<file path="src/rtl/traffic_pkg.sv">
// -----------------------------------------------------------------------------
// traffic_pkg
//   Shared definitions for the traffic phase controller:
//     - state_t      : controller phase encoding
//     - LAMP_*       : 3-bit RGB lamp codes driven straight onto the board LEDs
//     - next_ch_t    : result of the round-robin approach search
//     - next_unmasked: finds the next approach after 'cur' (cyclic) whose skip
//                      bit is clear; 'cur' itself is the last candidate.
// -----------------------------------------------------------------------------
package traffic_pkg;

    typedef enum logic [2:0] {
        ST_ALL_RED   = 3'd0,
        ST_GREEN     = 3'd1,
        ST_YELLOW    = 3'd2,
        ST_PED_WALK  = 3'd3,
        ST_PED_CLEAR = 3'd4,
        ST_NIGHT     = 3'd5
    } state_t;

    localparam logic [2:0] LAMP_RED    = 3'b100;
    localparam logic [2:0] LAMP_GREEN  = 3'b010;
    localparam logic [2:0] LAMP_YELLOW = 3'b110;
    localparam logic [2:0] LAMP_OFF    = 3'b000;

    // Largest supported number of approaches; the search works on masks and
    // indices padded to this size.
    localparam int MAX_CH = 8;

    typedef struct packed {
        logic       found;
        logic [2:0] ch;
    } next_ch_t;

    // Scans from the farthest candidate back to the nearest so that the nearest
    // unmasked approach is the one left in the result.
    function automatic next_ch_t next_unmasked(
        input logic [2:0]        cur,
        input logic [MAX_CH-1:0] skip,
        input int                num_ch
    );
        next_ch_t res;
        int       idx;
        res = '0;
        for (int k = MAX_CH; k >= 1; k--) begin
            if (k <= num_ch) begin
                idx = (int'(cur) + k) % num_ch;
                if (!skip[idx[2:0]]) begin
                    res.found = 1'b1;
                    res.ch    = idx[2:0];
                end
            end
        end
        return res;
    endfunction

endpackage

</file>
<file path="src/rtl/traffic_phase_ctrl_color_dec.sv">
// -----------------------------------------------------------------------------
// traffic_color_dec
//   Pure combinational lamp decoder. Turns the controller phase, the current
//   approach and the night blink phase into lamp codes.
//   Ports:
//     state   in  state_t            controller phase
//     cur_ch  in  $clog2(NUM_CH)     current / last served approach
//     blink   in  1                  night blink phase (1 = lamps on)
//     ch_rgb  out 3*NUM_CH           approach i lamp at [3i+2:3i]
//     ped_rgb out 3                  pedestrian lamp
// -----------------------------------------------------------------------------
module traffic_color_dec
    import traffic_pkg::*;
#(
    parameter int NUM_CH = 3
) (
    input  state_t                      state,
    input  logic [$clog2(NUM_CH)-1:0]   cur_ch,
    input  logic                        blink,
    output logic [3*NUM_CH-1:0]         ch_rgb,
    output logic [2:0]                  ped_rgb
);

    // NOTE: every output gets a default at the top of the block; any path that
    // skipped an assignment would otherwise infer a latch.
    always_comb begin
        ped_rgb = LAMP_RED;
        case (state)
            ST_PED_WALK:  ped_rgb = LAMP_GREEN;
            ST_PED_CLEAR: ped_rgb = LAMP_YELLOW;
            ST_NIGHT:     ped_rgb = LAMP_OFF;
            default:      ped_rgb = LAMP_RED;
        endcase

        for (int i = 0; i < NUM_CH; i++) begin
            ch_rgb[3*i +: 3] = LAMP_RED;
            if (state == ST_NIGHT) begin
                ch_rgb[3*i +: 3] = blink ? LAMP_YELLOW : LAMP_OFF;
            end else if (i == int'(cur_ch)) begin
                if (state == ST_GREEN) begin
                    ch_rgb[3*i +: 3] = LAMP_GREEN;
                end else if (state == ST_YELLOW) begin
                    ch_rgb[3*i +: 3] = LAMP_YELLOW;
                end
            end
        end
    end

endmodule

</file>
<file path="src/rtl/traffic_phase_ctrl.sv">
// -----------------------------------------------------------------------------
// traffic_phase_ctrl
//   Round-robin traffic-light sequencer for NUM_CH approaches plus one
//   pedestrian crossing, with latched pedestrian requests and a blinking
//   yellow night mode. All durations are in ticks of TICK_DIV clocks.
//   Ports:
//     clk        in  1             system clock
//     rst        in  1             synchronous active-high reset
//     en         in  1             run enable; 0 freezes counters and phase
//     night      in  1             request blinking-yellow mode
//     ped_req    in  1             pedestrian button (any pulse width)
//     skip_mask  in  NUM_CH        bit i set: approach i is skipped
//     ch_rgb     out 3*NUM_CH      approach lamps, approach i at [3i+2:3i]
//     ped_rgb    out 3             pedestrian lamp
//     cur_ch     out clog2(NUM_CH) current / last served approach
//     ped_ack    out 1             one-cycle pulse in the first PED_WALK cycle
// -----------------------------------------------------------------------------
module traffic_phase_ctrl
    import traffic_pkg::*;
#(
    parameter int NUM_CH   = 3,
    parameter int TICK_DIV = 100_000_000,
    parameter int CNT_W    = 8,
    parameter int GREEN_T  = 10,
    parameter int YELLOW_T = 3,
    parameter int ALLRED_T = 1,
    parameter int PED_T    = 8,
    parameter int BLINK_T  = 1
) (
    input  logic                        clk,
    input  logic                        rst,
    input  logic                        en,
    input  logic                        night,
    input  logic                        ped_req,
    input  logic [NUM_CH-1:0]           skip_mask,
    output logic [3*NUM_CH-1:0]         ch_rgb,
    output logic [2:0]                  ped_rgb,
    output logic [$clog2(NUM_CH)-1:0]   cur_ch,
    output logic                        ped_ack
);

    localparam int CH_W = $clog2(NUM_CH);
    localparam int PS_W = (TICK_DIV > 1) ? $clog2(TICK_DIV) : 1;
    localparam logic [PS_W-1:0] PS_MAX = PS_W'(TICK_DIV - 1);

    state_t             state, state_nxt;
    logic [PS_W-1:0]    presc;
    logic [CNT_W-1:0]   timer;
    logic               blink, blink_nxt;
    logic               ped_pend;
    logic [CH_W-1:0]    cur_nxt;
    logic               restart;
    logic               tick;
    logic               expire;
    logic               enter_walk;
    logic               enter_night;
    logic               pend_open;
    next_ch_t           nc;

    // Timer reload value for the phase being entered. PED_CLEAR reuses the
    // yellow duration; ALL_RED is also the fallback for any unused encoding.
    function automatic logic [CNT_W-1:0] reload_val(input state_t s);
        case (s)
            ST_GREEN:                return CNT_W'(GREEN_T - 1);
            ST_YELLOW, ST_PED_CLEAR: return CNT_W'(YELLOW_T - 1);
            ST_PED_WALK:             return CNT_W'(PED_T - 1);
            ST_NIGHT:                return CNT_W'(BLINK_T - 1);
            default:                 return CNT_W'(ALLRED_T - 1);
        endcase
    endfunction

    assign tick   = en && (presc == PS_MAX);
    assign expire = tick && (timer == '0);

    assign nc = next_unmasked(3'(cur_ch), MAX_CH'(skip_mask), NUM_CH);

    // Requests are only accepted while the crossing is not already being
    // served and night mode is not active.
    assign pend_open = (state != ST_PED_WALK) && (state != ST_PED_CLEAR) &&
                       (state != ST_NIGHT);

    // Phase changes only happen on enabled cycles, so these are implicitly
    // gated by en.
    assign enter_walk  = (state_nxt == ST_PED_WALK) && (state != ST_PED_WALK);
    assign enter_night = (state_nxt == ST_NIGHT)    && (state != ST_NIGHT);

    // Next-state logic. 'restart' reloads the prescaler and timer; it is raised
    // on every phase entry and on the in-place reloads (all approaches masked,
    // night blink toggle).
    always_comb begin
        state_nxt = state;
        cur_nxt   = cur_ch;
        blink_nxt = blink;
        restart   = 1'b0;

        case (state)
            ST_ALL_RED: begin
                if (expire) begin
                    restart = 1'b1;
                    if (night) begin
                        state_nxt = ST_NIGHT;
                        blink_nxt = 1'b1;
                    end else if (ped_pend) begin
                        state_nxt = ST_PED_WALK;
                    end else if (nc.found) begin
                        state_nxt = ST_GREEN;
                        cur_nxt   = CH_W'(nc.ch);
                    end
                end
            end
            ST_GREEN: begin
                if (expire) begin
                    state_nxt = ST_YELLOW;
                    restart   = 1'b1;
                end
            end
            ST_YELLOW: begin
                if (expire) begin
                    state_nxt = ST_ALL_RED;
                    restart   = 1'b1;
                end
            end
            ST_PED_WALK: begin
                if (expire) begin
                    state_nxt = ST_PED_CLEAR;
                    restart   = 1'b1;
                end
            end
            ST_PED_CLEAR: begin
                if (expire) begin
                    state_nxt = ST_ALL_RED;
                    restart   = 1'b1;
                end
            end
            ST_NIGHT: begin
                // Leaving night mode does not wait for a tick.
                if (en && !night) begin
                    state_nxt = ST_ALL_RED;
                    restart   = 1'b1;
                end else if (expire) begin
                    blink_nxt = ~blink;
                    restart   = 1'b1;
                end
            end
            default: begin
                state_nxt = ST_ALL_RED;
                restart   = 1'b1;
            end
        endcase
    end

    // NOTE: sequential state uses non-blocking assignments so every register
    // samples the pre-edge values, independent of statement order.
    always_ff @(posedge clk) begin
        if (rst) begin
            state    <= ST_ALL_RED;
            cur_ch   <= CH_W'(NUM_CH - 1);
            presc    <= '0;
            timer    <= CNT_W'(ALLRED_T - 1);
            blink    <= 1'b1;
            ped_pend <= 1'b0;
            ped_ack  <= 1'b0;
        end else begin
            ped_ack <= enter_walk;

            // Clearing wins, so a press in the entry cycle is absorbed by the
            // walk that is starting. Latching is independent of en.
            if (enter_walk || enter_night) begin
                ped_pend <= 1'b0;
            end else if (ped_req && pend_open) begin
                ped_pend <= 1'b1;
            end

            if (en) begin
                state  <= state_nxt;
                cur_ch <= cur_nxt;
                blink  <= blink_nxt;
                if (restart) begin
                    presc <= '0;
                    timer <= reload_val(state_nxt);
                end else if (tick) begin
                    presc <= '0;
                    timer <= timer - 1'b1;
                end else begin
                    presc <= presc + 1'b1;
                end
            end
        end
    end

    traffic_color_dec #(
        .NUM_CH (NUM_CH)
    ) u_color_dec (
        .state   (state),
        .cur_ch  (cur_ch),
        .blink   (blink),
        .ch_rgb  (ch_rgb),
        .ped_rgb (ped_rgb)
    );

endmodule

</file>
<file path="config.mk">
export PLATFORM = sky130hd
export DESIGN_NAME = traffic_phase_ctrl
export DESIGN_NICKNAME = d
export VERILOG_FILES = /design/src/rtl/traffic_pkg.sv /design/src/rtl/traffic_phase_ctrl_color_dec.sv /design/src/rtl/traffic_phase_ctrl.sv
export SDC_FILE = /design/constraint.sdc
export NUM_CORES = 1
export LEC_CHECK = 0
export BUFFER_PORTS_ARGS = -buffer_cell sky130_fd_sc_hd__buf_2
export CAP_MARGIN = 20
export CORE_MARGIN = 1.5
export CORE_UTILIZATION = 40
export CTS_CLUSTER_DIAMETER = 30
export DETAILED_ROUTE_END_ITERATION = 8
export GPL_TIMING_DRIVEN = 0
export PLACE_DENSITY = 0.6
export SYNTH_ARGS = -nofsm -noshare
export SYNTH_HDL_FRONTEND = slang
export SYNTH_HIERARCHICAL = 1
export SYNTH_SLANG_ARGS = --single-unit
</file>
<file path="constraint.sdc">
create_clock -name clk -period 4.2 [get_ports clk]
set_input_delay 0.63 -clock clk [delete_from_list [all_inputs] [get_ports clk]]
set_output_delay 0.63 -clock clk [all_outputs]
set_load 0.02 [all_outputs]
</file>
==> impl_metrics.json <==
{
  "viasPerCell": 5.464,
  "yosysTopAreaCell": "dfxtp_1",
  "cts_resized": 0,
  "post-route-period-util": 0.6677,
  "pwr-share-seq": 0.557,
  "grtUsageTotal": 0.1670,
  "firstDrtPassIters": 6,
  "overflow": 0,
  "ant_nets": 0,
  "antenna_found_initial": 0,
  "end_kind": "flip-flop",
  "hold_class": "flip-flop to flip-flop",
  "p_comb_frac": 0.098,
  "outcome": "completed",
  "syn-instance-count": 345,
  "die_area_sq_mm": 0.007317,
  "p_sw_frac": 0.2579,
  "cts-hold-fix-buffers": 0,
  "yosys-top-cells-area": "dfxtp_1 32%, nor2_1 7.3%, xnor2_1 4.8%",
  "drc": 0,
  "syn_to_final_growth_pct": 10.19,
  "die_x_um": 85.54,
  "p_leak_nw": 1.080,
  "grt_max_degree": 14,
  "rsz0062_at_grt": "no",
  "gp_congestion": 0.8789,
  "clkLatencyLatePin_ns": 0.29,
  "drt_iter0_markers": 148,
  "hold_slack_ns": 0.5061,
  "ios": 23,
  "yosysSeqAreaShare": 0.3159,
  "slew_violations": 0,
  "fp.dieH_um": 85.54,
  "drv_cap": 0,
  "ys_seq_elements": 43,
  "clk_pin_slew_ns": 0.08,
  "numCtsBuffers": 5,
  "first_global_vias": 2159,
  "placed_cells": 442,
  "initial_core_util": 0.4219,
  "synth_most_common_cell": "nor2_1",
  "cts_setup_buffers": 0,
  "vias": 2459,
  "synth_top_area_frac": 0.3159,
  "dp_hpwl_mm": 4.216,
  "fmax_mhz": 356.6,
  "final_nets": 390,
  "critPathMaxFanout": 10,
  "hold_viol_final": 0,
  "cts_buffer_depth": 2,
  "critPathLaunchType": "flip-flop",
  "powerDensity_mw_per_mm2": 249.2,
  "min_period_ns": 2.804,
  "rows": 29,
  "core_sq_mm": 0.006459,
  "cts_tree": "built",
  "crit_arrival_ns": 2.97,
  "numPortBuffers": 17,
  "crit_type": "flip-flop to flip-flop",
  "clkPwrFrac": 0.345,
  "worstMarginPinSlew_ns": 0.6707,
  "diodes": 0,
  "layoutNonFillerInstCount": 450,
  "ys_types": 54,
  "tns_ns": 0,
  "grt_pass1_wl_mm": 10.01,
  "netSwitchingPower_w": 0.0001930,
  "root_buffer": "clkbuf_8",
  "final_layout_size_suffix_gt1_frac": 0.1260,
  "p_int_w": 0.0005554,
  "cts_htree_levels": 2,
  "avgSynthCellArea_sq_um": 7.899,
  "wl_per_cell_um": 12.71,
  "cts_sinks": 43,
  "cp.required_ns": 4.36,
  "synth_edf_count": 0,
  "async_reset_ff_frac": 0,
  "synth_area_sq_mm": 0.002725,
  "routed_wl_mm": 5.719,
  "ir_drop_mv": 0.1926,
  "synth_common_cells": "53 x nor2_1, 43 x dfxtp_1, 21 x nand2_1",
  "yosysWarningCount": 6,
  "ys.flop_type": "dfxtp_1",
  "fill_cells": 679,
  "setup_viol": 0,
  "relSlewSlack": 0.5482,
  "skew_ns": 0.004328
}
[area by class of cell]
type                            count  area, sq um  share of cell area
Multi-Input combinational cell    273         1729              0.5758
Sequential cell                    43        860.8              0.2867
Tap cell                           77        96.34             0.03208
Timing Repair Buffer               17        85.08             0.02833
Buffer                             15        82.58             0.02750
Clock buffer                        6        72.57             0.02417
Inverter                           17        63.81             0.02125
Clock inverter                      2        12.51            0.004167
[per-layer routing]
layer	vias to the layer above	part of all wire	GRT usage
met5	-	0	0
met4	0	0.0079	0.04985
met3	5	0.049	0.02599
met2	55	0.42	0.2448
met1	1128	0.52	0.2513
li1	1271	-	-
[registers in the layout (all words and copies together), names as in the netlist]
name / flops
blink: 1
cur_ch: 2
ped_ack: 1
ped_pend: 1
presc: 27
state: 3
timer: 8
[path summary, 6_finish.rpt]
check	slack, ns	cells after the start	start	to
setup / recovery	1.40	8	cur_ch[1]	timer[0]
hold / removal	0.51	2	presc[1]	presc[1]
setup reg to reg	1.40	8	cur_ch[1]	timer[0]
hold reg to reg	0.51	2	presc[1]	presc[1]
[per-stage QoR]
step	utilization	total power, W	setup WS (ns)	area [sq um]
detailed placement	0.4518	0.0004989	1.398	2918
global placement	0.4518	0.0004987	1.430	2918
global route	0.4649	0.0007868	1.145	3003
CTS	0.4649	0.0007611	1.383	3003
finish	0.4649	0.0007484	1.396	3003
floorplan	-	0.0004796	1.662	2736
[worst max-delay path: stages, from the launching register on]
cell and delay [ns]:
dfxtp_1 0.57, inv_1 0.14, ha_1 0.32, clkbuf_1 0.30, a31oi_1 0.25, a2111oi_2 0.55
a21oi_2 0.15, o211ai_1 0.28, a31oi_1 0.12
[logic make-up (layout without fill, tap and decap cells)]
kind of cell | count (synthesis) | count (layout) | synth area share
other | 1 | 4 | 0.001376
AO/OA/AOI/OAI | 67 | 67 | 0.1529
multiplexers | 5 | 5 | 0.01928
XOR/XNOR | 28 | 28 | 0.08999
flip-flops | 43 | 43 | 0.3159
AND/OR/NAND/NOR | 159 | 159 | 0.3209
buffers and inverters | 32 | 57 | 0.05372
adder cells (fa/ha/maj) | 10 | 10 | 0.04591
[power groups by stage]
stage                     clock (W)  combinational [W]  sequential, W
after global routing       0.000287          0.0000818       0.000418
after CTS                  0.000271          0.0000732       0.000417
after floorplan                   0          0.0000545       0.000425
after detailed placement          0          0.0000726       0.000426
final                      0.000258          0.0000732       0.000417
after global placement            0          0.0000726       0.000426
[layout by cell type (no fill, tap or decap), types with 3 or more instances in the layout]
cell / n
mux2i_1: 3
clkbuf_1: 8
o21ai_1: 5
and2_1: 3
and4_1: 5
inv_1: 17
and3_1: 3
nor2_1: 53
nor2b_1: 3
buf_2: 20
or3_1: 4
nand3_1: 12
ha_1: 10
nor3_1: 17
a21oi_1: 19
o21ai_0: 15
a31oi_1: 10
clkbuf_8: 5
nand2_1: 21
nand4_1: 11
conb_1: 4
nand2b_1: 5
a311oi_1: 4
xor2_1: 13
dfxtp_1: 43
nor4_1: 5
buf_4: 4
xnor2_1: 15
(Power assumes the default switching activity.)
